**src/rtl/switch_input_conditioner_pkg.sv**
```systemverilog
// Shared constants for the slide-switch conditioner: clock rate, default
// debounce interval and the byte slices that feed the num1/num2 operands.
package switch_input_conditioner_pkg;

   localparam int CLK_HZ              = 10_000_000;
   localparam int DEBOUNCE_MS         = 10;
   localparam int DEBOUNCE_CYCLES_DEF = CLK_HZ / 1000 * DEBOUNCE_MS;

   localparam int NUM1_MSB = 7;
   localparam int NUM1_LSB = 0;
   localparam int NUM2_MSB = 15;
   localparam int NUM2_LSB = 8;

endpackage

```
**src/rtl/switch_input_conditioner_debounce_bit.sv**
```systemverilog
// One switch bit: two-flop synchroniser, persistence counter and stable flop.
// update is high during the cycle whose closing edge loads the new stable level.
module debounce_bit
   import switch_input_conditioner_pkg::*;
#(
   parameter int DEBOUNCE_CYCLES = DEBOUNCE_CYCLES_DEF,
   parameter int CNT_W           = 17
) (
   input  logic clock,
   input  logic reset,
   input  logic sw_raw,
   output logic stable,
   output logic update
);

   localparam logic [CNT_W-1:0] CNT_LAST = CNT_W'(DEBOUNCE_CYCLES - 1);

   logic             s1;
   logic             s2;
   logic [CNT_W-1:0] cnt;
   logic             differs;

   assign differs = (s2 != stable);
   assign update  = differs && (cnt == CNT_LAST);

   always_ff @(posedge clock) begin
      if (reset) begin
         s1     <= 1'b0;
         s2     <= 1'b0;
         cnt    <= '0;
         stable <= 1'b0;
      end else begin
         s1 <= sw_raw;
         s2 <= s1;
         // Any return to the stable level discards the partial count.
         if (!differs) begin
            cnt <= '0;
         end else if (cnt == CNT_LAST) begin
            cnt    <= '0;
            stable <= s2;
         end else begin
            cnt <= cnt + 1'b1;
         end
      end
   end

endmodule

```
**src/rtl/switch_input_conditioner.sv**
```systemverilog
// Conditions the board slide switches into debounced operands num1/num2 and
// reports updates through a one-cycle pulse and a sticky, clearable mask.
module switch_input_conditioner
   import switch_input_conditioner_pkg::*;
#(
   parameter int N_SW            = 16,
   parameter int DEBOUNCE_CYCLES = DEBOUNCE_CYCLES_DEF,
   parameter int CNT_W           = 17
) (
   input  logic            clock,
   input  logic            reset,
   input  logic [N_SW-1:0] sw_raw,
   input  logic            clear_pending,
   output logic [N_SW-1:0] sw_stable,
   output logic [31:0]     num1,
   output logic [31:0]     num2,
   output logic            sw_changed,
   output logic [N_SW-1:0] changed_mask,
   output logic            change_pending
);

   logic [N_SW-1:0] update;

   for (genvar i = 0; i < N_SW; i++) begin : g_bit
      debounce_bit #(
         .DEBOUNCE_CYCLES (DEBOUNCE_CYCLES),
         .CNT_W           (CNT_W)
      ) u_debounce_bit (
         .clock  (clock),
         .reset  (reset),
         .sw_raw (sw_raw[i]),
         .stable (sw_stable[i]),
         .update (update[i])
      );
   end

   always_ff @(posedge clock) begin
      if (reset) begin
         sw_changed   <= 1'b0;
         changed_mask <= '0;
      end else begin
         sw_changed   <= |update;
         // A bit updating on the clearing edge stays recorded.
         changed_mask <= (clear_pending ? '0 : changed_mask) | update;
      end
   end

   assign num1           = {24'b0, sw_stable[NUM1_MSB:NUM1_LSB]};
   assign num2           = {24'b0, sw_stable[NUM2_MSB:NUM2_LSB]};
   assign change_pending = |changed_mask;

endmodule

```
**config.mk**
```make
export PLATFORM = sky130hd
export DESIGN_NAME = switch_input_conditioner
export DESIGN_NICKNAME = d
export VERILOG_FILES = /design/src/rtl/switch_input_conditioner_pkg.sv /design/src/rtl/switch_input_conditioner_debounce_bit.sv /design/src/rtl/switch_input_conditioner.sv
export SDC_FILE = /design/constraint.sdc
export NUM_CORES = 1
export LEC_CHECK = 0
export ABC_AREA = 1
export CAP_MARGIN = 40
export CORE_MARGIN = 1
export CORE_UTILIZATION = 25
export CTS_CLUSTER_DIAMETER = 120
export DETAILED_ROUTE_END_ITERATION = 10
export MAX_ROUTING_LAYER = met4
export PLACE_DENSITY = 0.54
export SKIP_CTS_REPAIR_TIMING = 1
export SLEW_MARGIN = 25
export SYNTH_ARGS = -nofsm -noshare
export SYNTH_HDL_FRONTEND = slang
export SYNTH_HIERARCHICAL = 1
export SYNTH_SLANG_ARGS = --single-unit
```
**constraint.sdc**
```tcl
create_clock -name clock -period 1.55 [get_ports clock]
set_clock_uncertainty 0.15 [all_clocks]
set_input_delay 0.2325 -clock clock [delete_from_list [all_inputs] [get_ports clock]]
set_output_delay 0.2325 -clock clock [all_outputs]
set_load 0.05 [all_outputs]
```
==> impl_metrics.json <==
{
  "grt_overflow": 0,
  "nNetsFinal": 2946,
  "post-route-period-util_pct": 121,
  "crit_slowest_cell": "dfxtp_2",
  "fin_crit_ns": 1.88,
  "ys_seq_elements": 337,
  "drcViolationCount": 0,
  "io_pins": 117,
  "synth-seq-area-share_pct": 39.0,
  "avgSynthCellArea_um2": 7.02,
  "grt_setup_unrepaired": "yes",
  "cts_buffers": 41,
  "cp_top_family": "flip-flops",
  "hold_slack_ns": 0.0416,
  "cts_tree": "done",
  "clk_latency_ns": 0.57,
  "die_w_um": 265,
  "hold_depth": 3,
  "crit_buf_inv": 2,
  "syn_inst": 2464,
  "grt_pass1_vias": 14600,
  "cts.path.max_buffers": 3,
  "layout_common_cells": "nand2_1 (542), nor2_1 (427), buf_4 (335)",
  "via_per_inst": 4.04,
  "rows": 96,
  "power.leakage_uw": 0.00862,
  "floorplan.initialDensity_pct": 25.2,
  "dieArea_um2": 70300,
  "final_area_um2": 24000,
  "max_cap_viol_count": 0,
  "slowest_delay_ns": 0.33,
  "hold_class": "in -> reg",
  "fmaxAchievable_ghz": 0.533,
  "finalHoldViolCount": 0,
  "path_class": "reg -> out",
  "final_core_util_pct": 35.0,
  "placed_cell_area_um2": 21700,
  "wirelength_mm": 41.0,
  "fin_cells": 3871,
  "final_antenna_net_count": 0,
  "cts.clk_slew.worst_paths_ns": 0.06,
  "power_density_nw_per_um2": 798,
  "firstDrtPassIters": 5,
  "path_max_fanout": 2,
  "status": "finished, violations left",
  "fin_ws_ns": -0.326,
  "drive_gt1_share_pct": 29.5,
  "grt_max_degree": 22,
  "cp_num_cells": 6,
  "fillers": 7205,
  "arrival_ns": 1.49,
  "r2r_cells": 10,
  "setup_violations": 13,
  "critPathCaptureType": "primary output",
  "start_kind": "register",
  "clock_sinks": 337,
  "synth_warnings": 6,
  "violations": "negative setup slack",
  "vias": 15600,
  "antennaDiodeCount": 0,
  "slew_violations": 0,
  "die_y_um": 265,
  "post_drt_wl_per_cell_um": 10.6,
  "grtUsageTotal_pct": 11.8,
  "drtIter0Drc": 676,
  "area_delta_synth_final_pct": 38.7,
  "portBuffers": 68,
  "finalWeightedCongestion": 0.861,
  "synth_area_um2": 17300,
  "cp_common_cell": "buf_6",
  "required_ns": 1.17,
  "final_common_cell": "nand2_1",
  "dpl.cell_count": 3780,
  "core-area_um2": 68600,
  "synth_cell_types": 25,
  "irDropWorstVdd_uv": 898,
  "htree_levels": 2,
  "ff2ff_setup_slack_ns": 0.03,
  "antenna_found_initial": 0,
  "path_cells": "nor2_4 > buf_6 > nand2_2 > nor2_1 > nand2_1 > buf_6",
  "grt_pass1_wl_mm": 67.5,
  "dp_hpwl_mm": 30.0,
  "root_buffer": "clkbuf_16"
}
registers in the layout, summed over array words and instances, names as in the netlist:
register,flops
g_bit.u_debounce_bit/cnt,272
changed_mask,16
g_bit.u_debounce_bit/s1,16
g_bit.u_debounce_bit/s2,16
g_bit.u_debounce_bit/stable,16
sw_changed,1
report_power, final:
group	switching [uW]	total, uW	internal, uW
registers	24.0	8730	8710
logic	472	617	146
clock network	3870	9810	5930
Yosys cell counts:
cell | number | share of area [%]
nor2_2 | 136 | 4.9
buf_12 | 15 | 1.7
nand3_1 | 155 | 4.5
ha_1 | 16 | 1.2
dfxtp_1 | 337 | 39
o21bai_1 | 1 | 0.043
nand3b_1 | 15 | 0.65
nand2_1 | 552 | 12
nor3_1 | 15 | 0.43
buf_6 | 3 | 0.20
xnor2_1 | 63 | 3.2
nand4_1 | 47 | 1.7
xor2_1 | 64 | 3.2
inv_1 | 260 | 5.6
nor2_1 | 490 | 11
buf_4 | 65 | 2.8
nand3_2 | 17 | 0.98
o21ai_0 | 34 | 0.98
a21oi_1 | 126 | 3.6
a21oi_2 | 17 | 0.86
inv_2 | 1 | 0.022
nand2_2 | 2 | 0.072
nand2_4 | 16 | 1.0
conb_1 | 1 | 0.022
or2_2 | 16 | 0.58
cell type report:
| class | instances | area, um^2 | share of cell area (%) |
|---|---|---|---|
| Clock buffer | 53 | 1120 | 4.67 |
| Clock inverter | 19 | 235 | 0.980 |
| Multi-Input combinational cell | 1835 | 9600 | 40.0 |
| Tap cell | 931 | 1160 | 4.85 |
| Inverter | 261 | 980 | 4.08 |
| Timing Repair Buffer | 435 | 4090 | 17.0 |
| Sequential cell | 337 | 6810 | 28.4 |
worst register-to-register path, stage by stage (launching register included):
cell and delay (ns):
dfxtp_2 0.32, ha_2 0.18, nand3_2 0.09, inv_2 0.07
nand3_2 0.09, nor2_2 0.13, buf_6 0.13, nor2_4 0.03
nand2_2 0.10, nor2_4 0.05, a21oi_2 0.11
final timing paths:
kind | endpoint | from
max | change_pending | changed_mask[15]
min | g_bit[0].u_debounce_bit/s1 | sw_raw[0]
max reg2reg | sw_changed | g_bit[4].u_debounce_bit/cnt[1]
min reg2reg | g_bit[12].u_debounce_bit/s2 | g_bit[12].u_debounce_bit/s1
logic make-up (layout without fill, tap and decap cells):
family,after synthesis,in the layout,share of synthesized area [%]
XOR/XNOR,127,127,6.43
buffers and inverters,344,768,10.4
flip-flops,337,337,39.0
AND/OR/NAND/NOR,1461,1466,37.5
other,1,48,0.0217
adder cells (fa/ha/maj),16,16,1.16
AO/OA/AOI/OAI,178,178,5.53
per-layer routing:
layer	vias up	GRT usage, %	share of wire [%]
li1	8496	-	-
met1	6913	15.5	50
met2	175	18.4	44
met3	59	2.04	3.1
met4	0	3.55	2.1
met5	-	-	0
through the flow:
stage                     setup WS [ns]  total power [uW]  setup TNS (ns)
after global routing             -0.409             20000           -2.17
after detailed placement         -0.211              9500          -0.226
after global placement           -0.223              9500          -0.223
final                            -0.326             19200          -0.575
after floorplan                 0.00110              9480               0
after CTS                        -0.537             19500           -3.91
Power figures use the tool's default switching activity.
==> variant 1, RTL diff (same settings) <==
One comparison of `cnt` changes from == to >=.
--- a/src/rtl/switch_input_conditioner_debounce_bit.sv
+++ b/src/rtl/switch_input_conditioner_debounce_bit.sv
@@ -35,7 +35,7 @@
          // Any return to the stable level discards the partial count.
          if (!differs) begin
             cnt <= '0;
-         end else if (cnt == CNT_LAST) begin
+         end else if (cnt >= CNT_LAST) begin
             cnt    <= '0;
             stable <= s2;
          end else begin
Function: same outputs for any inputs over 10 cycles, from zero or initial values and one cycle with reset high; that may be too few to reach the edited logic, so the function may still have changed.
==> variant 1 against the original RTL <==
- the run ends with design-rule violations, negative setup slack left
- combinational power increased by 23%
- power decreased by 1.0%
- setup slack improved by 0.052 ns
- routed wire length increased by 11%
- sequential power about the same
- synthesized cell count increased by 4.3%
- area after synthesis increased by 7.1%
- sequential cell count unchanged
- cell area increased by 21%
- largest cell class unchanged
==> variant 1: results (changes against the original RTL) <==
[sta]
setup_viol=100  ; +87
setup_ws_ns=-0.2746  ; +0.05177 ns
setup_tns_ns=-5.174  ; -4.599 ns

[routing]
drt_iter0_markers=559  ; -17%
num_vias=16564  ; +5.9%
drc=18  ; +18
drt-pass1-iter-count=10  ; +5

[worst_hold_path]
min_to=g_bit[12].u_debounce_bit/s2
hold_start=reset

[synth]
ys_seq_area_share_pct=36.40  ; -2.6 points
synth_cell_types=30  ; +20%
synth_area_per_cell_um2=7.214  ; +2.7%

[worst_setup_path]
worst_ep_arrival_time_ns=1.44  ; -0.05 ns
r2r_slack_ns=-0.11  ; -0.14 ns

[placement]
gp_congestion=0.8599  ; -0.16%
dp_worst_setup_slack_ns=-0.3280  ; -0.1172 ns
hpwlAfterDp_um=30890  ; +2.9%

[final_layout]
fillers=7343  ; +1.9%
final_nets=3229  ; +9.6%

[outcome]
status=complete, but fails checks
violations=design-rule violations, negative setup slack

[clock_network]
clk_latency_ns=0.55  ; -0.02 ns

[global_route]
gr-usage-all-layers_pct=11.24  ; -0.55 points
grt_pass1_wl_um=68480  ; +1.5%

[pwr]
p_leak_nw=10.96  ; +27%

-- variant 1: cell families (layout without fill, tap and decap cells) --
family,Yosys count,after routing,synth area share (%)
other,1,48,0.02023
AND/OR/NAND/NOR,1431,1449,36.78
flip-flops,337,337,36.40
buffers and inverters,449,1036,11.85
XOR/XNOR,236,236,11.15
AO/OA/AOI/OAI,99,99,2.714
adder cells (fa/ha/maj),16,16,1.080
-- variant 1: area by class of cell --
| class | instances | area share, % |
|---|---|---|
| Clock buffer | 56 | 3.979 |
| Sequential cell | 337 | 23.99 |
| Timing Repair Buffer | 600 | 19.94 |
| Tap cell | 959 | 4.143 |
| Clock inverter | 14 | 0.5444 |
| Multi-Input combinational cell | 1848 | 42.66 |
| Inverter | 366 | 4.752 |
-- variant 1: where the power goes --
group	switching, W	total, W	internal, W	leakage, nW
clock	0.00379	0.00948	0.00568	0.643
combinational	0.000543	0.000756	0.000213	7.53
sequential	0.0000327	0.00873	0.00870	2.80
-- variant 1: stage by stage --
stage	utilization (%)	cell area, µm²
2_1_floorplan	-	18780
3_3_place_gp	32.50	23790
3_5_place_dp	32.50	23790
4_1_cts	34.29	25100
5_1_grt	39.56	28960
6_report	39.56	28960
-- variant 1: layer usage --
layer	global-route usage (%)	routed length [µm]	share of wire (%)	up-vias
li1	-	-	-	8905
met1	15.02	22180	49	7414
met2	17.52	20940	46	186
met3	1.813	1441	3.2	59
met4	2.836	777	1.7	0
met5	-	0	0	-
-- variant 1: worst max-delay path: cells and delay by family, from the launching register on --
| kind | cells | cell delay (ns) |
|---|---|---|
| flops | 1 | 0.33 |
| simple gates | 4 | 0.29 |
| buf+inv | 2 | 0.27 |
==> variant 2, RTL diff (same flow settings) <==
Without the edit above. Register the input `sw_raw` before use, with the module's reset. The logic sees it one clock later. The other inputs are not delayed to match.
--- a/src/rtl/switch_input_conditioner.sv
+++ b/src/rtl/switch_input_conditioner.sv
@@ -19,6 +19,16 @@
    output logic            change_pending
 );
 
+   logic [N_SW-1:0] sw_raw_q;
+
+   always_ff @(posedge clock) begin
+      if (reset) begin
+         sw_raw_q <= '0;
+      end else begin
+         sw_raw_q <= sw_raw;
+      end
+   end
+
    logic [N_SW-1:0] update;
 
    for (genvar i = 0; i < N_SW; i++) begin : g_bit
@@ -28,7 +38,7 @@
       ) u_debounce_bit (
          .clock  (clock),
          .reset  (reset),
-         .sw_raw (sw_raw[i]),
+         .sw_raw (sw_raw_q[i]),
          .stable (sw_stable[i]),
          .update (update[i])
       );
Check against the original RTL: same outputs for any inputs over 4 cycles, from zero or initial values and one cycle with reset high; that may be too few to reach the edited logic, so the function may still have changed.
==> variant 2 against the original RTL <==
- the run still ends with negative setup slack left
- non-clock buffer count up 8
- cell area up 2.6%
- die area up 2.8%
- core utilization up 0.061 points
- setup slack worse by 0.064 ns
- area after synthesis up 2.8%
- power up 3.7%
- critical path depth unchanged
- sequential power up 4.8%
- routed wire length up 0.99%
- fmax down 3.3%
- sequential cell count up 16
- largest cell class unchanged
==> variant 2: results (changes against the original RTL) <==
[outcome]
status=complete, but fails checks
violations=negative setup slack

[global_route]
grtUsageMet1_pct=15.06  ; -0.43 points
met3_usage_pct=2.247  ; +0.21 points
grt_pass1_wl_um=67270  ; -0.31%
gr-usage-all-layers_pct=11.52  ; -0.26 points
grt_pass1_vias=14546  ; -0.027%
grt_use_met2_pct=17.99  ; -0.43 points
grt_start_max_net_pins=36  ; +64%

[sta]
setup_viol=10  ; -3
setup_ws_ns=-0.3900  ; -0.06362 ns
setup_tns_ns=-0.4323  ; +0.1428 ns
hold_slack_ns=0.03198  ; -0.009648 ns

[placement]
gp_congestion=0.8504  ; -1.3%
io_buffers=68  ; unchanged
hpwlAfterDp_um=30210  ; +0.57%
dpl-instance-area_um2=22140  ; +2.0%
dp_worst_setup_slack_ns=-0.1995  ; +0.01136 ns
dp_cells=3837  ; +1.5%

[routing]
num_vias=15994  ; +2.2%
wl_met3_um=1808  ; +41%
drt_iter0_markers=800  ; +18%
wl_met2_um=18330  ; +0.77%
wl_per_cell_um=10.52  ; -0.70%

[pwr]
p_total_w=0.01986  ; +3.7%
clkPwrFrac_pct=51.1  ; about the same
switching_share_pct=22.27  ; -0.52 points
vdd_drop_max_mv=0.7882  ; -12%
p_comb_w=0.000557  ; -9.7%
p_leak_nw=8.890  ; +3.2%

[synth]
synthTopCellsByCount=nand2_1 (552), nor2_1 (504), dfxtp_1 (353)
async_flop_share_pct=0  ; unchanged
synth_top_flop_cell=dfxtp_1
synth_area_leaders=dfxtp_1 (40%), nand2_1 (12%), nor2_1 (11%)
synth_cells=2514  ; +2.0%
ys_seq_area_share_pct=39.73  ; +0.74 points
synth_cell_types=27  ; +8.0%
ys_warn_count=6  ; unchanged

[final_layout]
drive_gt1_share_pct=29.56  ; +0.039 points
final_cell_count_no_fill=3937  ; +1.7%
final_nets=3003  ; +1.9%
fillers=7441  ; +3.3%

[worst_setup_path]
cp_top_family=simple AND/OR/NAND/NOR gates
worst_ep_arrival_time_ns=1.56  ; +0.07 ns
crit_path_start=changed_mask[11]
r2r_slack_ns=0.01  ; -0.02 ns
worstRegToRegCells=7  ; -3
reg2reg_from=g_bit[6].u_debounce_bit/stable

[clock_network]
cts_made_buffers=43  ; +4.9%
clk_path_buf_depth=3  ; unchanged

[worst_hold_path]
min_to=sw_raw_q[8]
min_path_type=in2reg
hold_depth=3  ; unchanged
hold_start=sw_raw[8]

[variant 2: changes by cell type in the layout (fill, tap and decap cells not counted), sizes merged, moves of 2 or more]
cell | unedited run | this run
clkbuf | 53 | 59
buf | 417 | 424
bufinv | 5 | 3
inv | 263 | 278
nor2 | 626 | 642
dfxtp | 337 | 353
[variant 2: area by class of cell]
type	count	area, µm²	area share (%)
well taps	940	1176	4.774
flip-flops and latches	353	7158	29.05
multi-input cells	1850	9681	39.29
clock inverters	16	167.7	0.6805
inverters	277	1040	4.220
clock buffers	58	1265	5.134
repair buffers	443	4151	16.85
[variant 2: cell families (layout without fill, tap and decap cells)]
logic type / after synthesis / in the layout / synth area share, %
compound gates: 178 / 178 / 5.381
xor+xnor: 127 / 127 / 6.254
fa+ha+maj: 16 / 16 / 1.125
buf+inv: 362 / 794 / 10.68
flops: 353 / 353 / 39.73
other cells: 1 / 48 / 0.02108
simple gates: 1477 / 1481 / 36.81
